<file path="src/rtl/rgb_pkg.sv">
// Shared colour constants, FSM encoding and helpers for the colour-fade datapath.
package rgb_pkg;

    // Palette entries, {R,G,B}
    localparam logic [23:0] RGB_RED    = 24'h7F_00_00;
    localparam logic [23:0] RGB_ORANGE = 24'h7F_52_00;
    localparam logic [23:0] RGB_YELLOW = 24'h7F_7F_00;
    localparam logic [23:0] RGB_GREEN  = 24'h00_7F_00;
    localparam logic [23:0] RGB_BLUE   = 24'h00_00_7F;
    localparam logic [23:0] RGB_INDIGO = 24'h25_00_41;
    localparam logic [23:0] RGB_VIOLET = 24'h77_41_77;

    // 1 ms per step at 100 MHz
    localparam int STEP_DIV_DEF = 100000;

    typedef enum logic {
        ST_IDLE = 1'b0,
        ST_FADE = 1'b1
    } fade_state_t;

    // Move one 8-bit channel one count toward its target; equal holds.
    function automatic logic [7:0] step_toward(input logic [7:0] cur, input logic [7:0] tgt);
        if (cur < tgt) begin
            return cur + 8'd1;
        end else if (cur > tgt) begin
            return cur - 8'd1;
        end else begin
            return cur;
        end
    endfunction

endpackage

</file>
<file path="src/rtl/fade_tick.sv">
// Fade-step prescaler: counts 0..STEP_DIV-1 while enabled, ticks on the wrap cycle.
module fade_tick
    import rgb_pkg::*;
#(
    parameter int STEP_DIV = STEP_DIV_DEF
) (
    input  logic clk,
    input  logic rst,
    input  logic clr,
    input  logic en,
    output logic tick
);

    localparam int               CNT_W   = $clog2(STEP_DIV);
    localparam logic [CNT_W-1:0] CNT_MAX = CNT_W'(STEP_DIV - 1);

    logic [CNT_W-1:0] cnt_q;
    logic [CNT_W-1:0] cnt_d;

    // Next count: clear wins, otherwise advance and wrap while enabled.
    always_comb begin
        tick  = en && (cnt_q == CNT_MAX);
        cnt_d = cnt_q;
        if (clr) begin
            cnt_d = '0;
        end else if (en) begin
            cnt_d = tick ? '0 : cnt_q + CNT_W'(1);
        end
    end

    // Counter register.
    always_ff @(posedge clk) begin
        if (rst) begin
            cnt_q <= '0;
        end else begin
            cnt_q <= cnt_d;
        end
    end

endmodule

</file>
<file path="src/rtl/color_fade.sv">
// Ramps three 8-bit PWM duties toward a target colour, one count per step tick.
module color_fade
    import rgb_pkg::*;
#(
    parameter int          STEP_DIV = STEP_DIV_DEF,
    parameter logic [23:0] INIT_RGB = RGB_RED
) (
    input  logic        clk,
    input  logic        rst,
    input  logic [23:0] tgt_rgb,
    input  logic        tgt_valid,
    output logic        tgt_ready,
    output logic [7:0]  duty_r,
    output logic [7:0]  duty_g,
    output logic [7:0]  duty_b,
    output logic        busy,
    output logic        done
);

    fade_state_t state_q, state_d;
    logic [23:0] duty_q, duty_d;
    logic [23:0] tgt_q, tgt_d;
    logic        done_q, done_d;
    logic        presc_clr;
    logic        tick;
    logic        xfer;

    fade_tick #(
        .STEP_DIV(STEP_DIV)
    ) u_tick (
        .clk (clk),
        .rst (rst),
        .clr (presc_clr),
        .en  (state_q == ST_FADE),
        .tick(tick)
    );

    // Ready follows reset directly so the first edge after reset can transfer.
    assign tgt_ready = !rst;
    assign xfer      = tgt_valid && tgt_ready;

    // Next state, duty stepping and target capture; a retarget beats completion.
    always_comb begin
        state_d   = state_q;
        duty_d    = duty_q;
        tgt_d     = tgt_q;
        done_d    = 1'b0;
        presc_clr = 1'b0;

        if (tick) begin
            duty_d = {step_toward(duty_q[23:16], tgt_q[23:16]),
                      step_toward(duty_q[15:8],  tgt_q[15:8]),
                      step_toward(duty_q[7:0],   tgt_q[7:0])};
        end

        if (xfer) begin
            tgt_d = tgt_rgb;
        end

        if (state_q == ST_IDLE) begin
            if (xfer) begin
                if (tgt_rgb != duty_q) begin
                    state_d   = ST_FADE;
                    presc_clr = 1'b1;
                end else begin
                    done_d = 1'b1;
                end
            end
        end else begin
            if (!xfer && tick && (duty_d == tgt_q)) begin
                state_d = ST_IDLE;
                done_d  = 1'b1;
            end
        end
    end

    // State, duty, target and done registers.
    always_ff @(posedge clk) begin
        if (rst) begin
            state_q <= ST_IDLE;
            duty_q  <= INIT_RGB;
            tgt_q   <= INIT_RGB;
            done_q  <= 1'b0;
        end else begin
            state_q <= state_d;
            duty_q  <= duty_d;
            tgt_q   <= tgt_d;
            done_q  <= done_d;
        end
    end

    assign duty_r = duty_q[23:16];
    assign duty_g = duty_q[15:8];
    assign duty_b = duty_q[7:0];
    assign busy   = (state_q == ST_FADE);
    assign done   = done_q;

endmodule

</file>
<file path="config.mk">
export PLATFORM = sky130hd
export DESIGN_NAME = color_fade
export DESIGN_NICKNAME = d
export VERILOG_FILES = /design/src/rtl/rgb_pkg.sv /design/src/rtl/fade_tick.sv /design/src/rtl/color_fade.sv
export SDC_FILE = /design/constraint.sdc
export NUM_CORES = 1
export LEC_CHECK = 0
export ABC_CLOCK_PERIOD_IN_PS = 10500
export CAP_MARGIN = 20
export CORE_MARGIN = 5
export CORE_UTILIZATION = 60
export DETAILED_ROUTE_END_ITERATION = 6
export MAX_ROUTING_LAYER = met4
export PLACE_DENSITY = 0.84
export SKIP_CTS_REPAIR_TIMING = 1
export SLEW_MARGIN = 20
export SYNTH_ARGS = -nofsm -noshare
export SYNTH_HDL_FRONTEND = slang
export SYNTH_SLANG_ARGS = --single-unit
</file>
<file path="constraint.sdc">
create_clock -name clk -period 10.5 [get_ports clk]
set_input_delay 2.1 -clock clk [delete_from_list [all_inputs] [get_ports clk]]
set_output_delay 2.1 -clock clk [all_outputs]
set_load 0.01 [all_outputs]
</file>
-- Word-level counts from Yosys, hierarchy flattened
Index checks and enable logic that the tools add are counted.
- bits in registers: 67
- bits of input ports: 27
- output and inout bits: 27
- word-level logic and storage cells: 45
- add/sub/neg operators: 7
- magnitude comparators: 6
- equal/unequal tests: 3
- muxes and demuxes: 17
- reduce and logical (&&, ||, !) cells: 7
- operators with widths (kind ; number):
    $mux W8 ; 6
    $add A8 B1 Y8 const B ; 3
    $eq A24 B24 Y1 ; 1
    $gt A8 B8 Y1 ; 3
    $lt A8 B8 Y1 ; 3
    $mux W24 ; 1
    $ne A24 B24 Y1 ; 1
    $sub A8 B1 Y8 const B ; 3
    $add A17 B1 Y17 const B ; 1
    $eq A17 B17 Y1 const B ; 1
    $mux W17 ; 1
    $mux W1 ; 9
    $logic_and A1 B1 Y1 ; 4
    $logic_not A1 Y1 ; 2
    $reduce_or A2 Y1 ; 1

-- Logic depth before layout (Yosys ltp)
- depth in word-level cells: 8
- gate-level depth with buffers: 14

-- By module
Synthesis repeated with hierarchy kept, for this count alone.
- cell total of the unflattened synthesis: 672
- area, all modules: 5351.4 um2
- by module, submodules not included (module ; instances ; cells an instance ; area each (um2)):
    color_fade ; 1 ; 577 ; 4519.3
    fade_tick ; 1 ; 95 ; 832.0

-- Worst setup path after synthesis
OpenSTA, ideal clock, no wires.
- kind: input-to-output
- start point: in rst
- end point: out tgt_ready
- data arrival time: 2.492 ns
- required time: 8.400 ns
- path slack: 5.908 ns
- stages on the path: 2
- cells stage by stage: inv_2 > clkbuf_1
- longest elaborated chain between the ends: 1
- RTL lines (item ; RTL line ; RTL):
    start: declaration ; color_fade.sv:9 ; input logic rst,
    $logic_not A1 Y1 ; color_fade.sv:39 ; assign tgt_ready = !rst;
    end: declaration ; color_fade.sv:12 ; output logic tgt_ready,
No other way between the ends.

-- Worst setup path in the final report
Ends and elaborated chain as after synthesis.

==> results.yml <==
yosys:
  synth.lib_cells_used.distinct: 66
  ys_seq_elements: 67
  synth_nets: 693
  mappedNetlistArea_um2: 4980
  syn-instance-count: 635
  post_synth_main_area_contributors: "sky130_fd_sc_hd__dfxtp_1, sky130_fd_sc_hd__ha_1, sky130_fd_sc_hd__xnor2_1"
  post_synth.cell_area_avg_um2: 7.84
  synth_ff_type: "sky130_fd_sc_hd__dfxtp_1"
  asyncSetResetFlopFracSynth_pct: 0
  synth_common_cells: "sky130_fd_sc_hd__nor2_1, sky130_fd_sc_hd__dfxtp_1, sky130_fd_sc_hd__nand2_1"
  synth_area_leader_cell: "sky130_fd_sc_hd__dfxtp_1"
  most_frequent_cell_after_synthesis: "sky130_fd_sc_hd__nor2_1"
  ys.warnings.count: 0
  number_of_enable_flip_flop_cells_after_synthesis: 0
  synth_sequential_area_ratio_pct: 26.9
  yosysTopAreaCellShare_pct: 26.9
global_route:
  globalRouteMet3Util_pct: 5.61
  grt_antenna_before_repair: 0
  grt_util_all_layers_pct: 28.1
  via_count_of_the_first_global_routing_pass: 4693
  grt_max_degree: 40
  grt_pass1_wl_um: 22300
  groute.layer.met1.usage_pct: 34.8
  grt_remaining_overflow: 0
  use_met2_pct: 45.9
  grt_most_used_layer: "met2"
sta:
  fin_ws_ns: 4.65
  total_negative_setup_slack_ns: 0
  period_needed_ns: 5.85
  slew_viol_final: 0
  grt_setup_unrepaired: "no"
  slew_headroom_pct: 27.8
  worst_slew_pin_slew_ns: 1.08
  finalSetupViolations: 0
  timing.fmax_mhz: 171
  fin_skew_ns: 0.0113
  post-route-period-util_pct: 55.7
  timing_hold_violations_final: 0
routing:
  vias_per_cell: 6.31
  post-route-drc-count: 0
  postRouteWirelength_um: 13800
  num_vias: 4916
  postRouteAntennaNets: 0
  drtIter0Drc: 359
  number_of_iterations_in_the_first_detailed_routing_pass: 5
  wl_per_cell_um: 17.7
placed_design:
  detailed_place.area_um2: 5510
  io_buffer_count: 53
  dp_slack_ns: 4.68
  post_detailed_placement_half_perimeter_wirelength_um: 10100
  gpl.final_weighted_congestion: 0.941
power_and_ir_drop:
  cellPowerDensity_nw_per_um2: 105
  p_total_mw: 0.599
  ir_drop_mv: 0.0969
  leakage_nw: 2.21
outcome:
  outcome: "finished, final reports clean"
cts:
  tritoncts: "yes"
  clock_latency_ns: 0.37
  tritoncts.num_buffers: 9
  cts_sinks: 67
  cts-root-to-sink-buffers: 2
  clkSlewWorstSetupHoldPaths_ns: 0.08
  cts-root-buf: "sky130_fd_sc_hd__clkbuf_8"
  htree_levels: 3
hold_path:
  hold_path_class: "register to register"
finish:
  drive_above_1_share_pct: 5.64
  post-route-cell-area_um2: 5720
  flow.area_growth_from_synthesis_pct: 14.9
  design.final.nets: 727
  fillers: 676
  num_antenna_cells: 0
floorplanning:
  die_x_um: 101
  std_cell_rows: 33
  die_area_um2: 10200
  initial_core_util_pct: 61.2
  floorplan.die.height_um: 101
  core_region_area_um2: 8130
  ioPinCount: 54
setup_path:
  start_kind: "primary input"
  end_kind: "output port"
  worstPathArrival_ns: 3.75
  timing_worst_setup_path_type: "primary input to output port"
  worst-path-max-fanout: 39
  worstPathRequired_ns: 8.40
job:
  max_cap_violations: 0
## metal layers
layer  routed length (um)  vias up
met5                    0        -
li1                     -     2323
met4                  289        0
met2                 6710      226
met1                 5690     2340
met3                 1130       27
## cells in the final DEF, fill, tap and decap left out, types with 6 or more instances in the layout
cell type,n
sky130_fd_sc_hd__and3_1,9
sky130_fd_sc_hd__a31oi_1,6
sky130_fd_sc_hd__o211ai_1,9
sky130_fd_sc_hd__clkdlybuf4s50_1,52
sky130_fd_sc_hd__a21oi_1,25
sky130_fd_sc_hd__mux2i_1,22
sky130_fd_sc_hd__xnor2_1,36
sky130_fd_sc_hd__ha_1,31
sky130_fd_sc_hd__a211oi_1,6
sky130_fd_sc_hd__clkbuf_8,9
sky130_fd_sc_hd__nor2_1,83
sky130_fd_sc_hd__nand2b_1,7
sky130_fd_sc_hd__inv_1,29
sky130_fd_sc_hd__nand2_1,56
sky130_fd_sc_hd__nand3_1,23
sky130_fd_sc_hd__nand4_1,29
sky130_fd_sc_hd__nor3_1,12
sky130_fd_sc_hd__xor2_1,34
sky130_fd_sc_hd__or3_1,7
sky130_fd_sc_hd__nor4_1,12
sky130_fd_sc_hd__o21ai_0,21
sky130_fd_sc_hd__dfxtp_1,67
## area by class of cell
type | count | area [um^2] | area share [%]
clock inverters | 7 | 83.8 | 1.46
flip-flops and latches | 67 | 1340 | 23.4
clock buffers | 9 | 124 | 2.16
inverters | 30 | 113 | 1.97
well taps | 105 | 131 | 2.30
repair buffers | 57 | 556 | 9.71
multi-input cells | 504 | 3370 | 59.0
## worst max-delay path, stage by stage
cell and delay (ns):
sky130_fd_sc_hd__clkdlybuf4s50_1 0.45, sky130_fd_sc_hd__buf_4 0.37, sky130_fd_sc_hd__inv_2 0.27, sky130_fd_sc_hd__clkdlybuf4s50_1 0.54
## sequential cells by signal, summed over array words and instances, names as in the netlist
signal        cells
duty_q           24
tgt_q            24
u_tick.cnt_q     17
busy              1
done              1
## per-stage QoR
step	hold slack [ns]	std cells	utilization [%]
after CTS	0.510	779	70.3
final	0.508	779	70.4
after global routing	0.528	779	70.4
after floorplan	0.458	635	-
after detailed placement	0.496	763	67.7
after global placement	0.470	763	67.7
## power by group
group / switching, mW / internal, mW / leakage (nW)
registers: 0.00762 / 0.260 / 0.546
logic: 0.0587 / 0.0388 / 1.56
clock network: 0.120 / 0.114 / 0.102
## logic make-up after synthesis
family | count (synthesis) | synth area share (%)
xor gates and xnor gates | 71 | 12.8
muxes | 23 | 4.70
DFF | 67 | 26.9
and+or+nand+nor | 273 | 27.8
adders and majority gates | 31 | 7.79
AOI/OAI and AO/OA | 106 | 14.6
buffers and inverters | 64 | 5.40
## path summary, 6_finish.rpt
kind	from	endpoint	slack, ns	depth (start not counted)
max reg2reg	u_tick.cnt_q[0]$_SDFFE_PP0P_	busy$_SDFF_PP0_	6.33	12
max	rst	tgt_ready	4.65	4
min	u_tick.cnt_q[1]$_SDFFE_PP0P_	u_tick.cnt_q[1]$_SDFFE_PP0P_	0.51	2
min reg2reg	u_tick.cnt_q[1]$_SDFFE_PP0P_	u_tick.cnt_q[1]$_SDFFE_PP0P_	0.51	2
(Power assumes the default switching activity.)
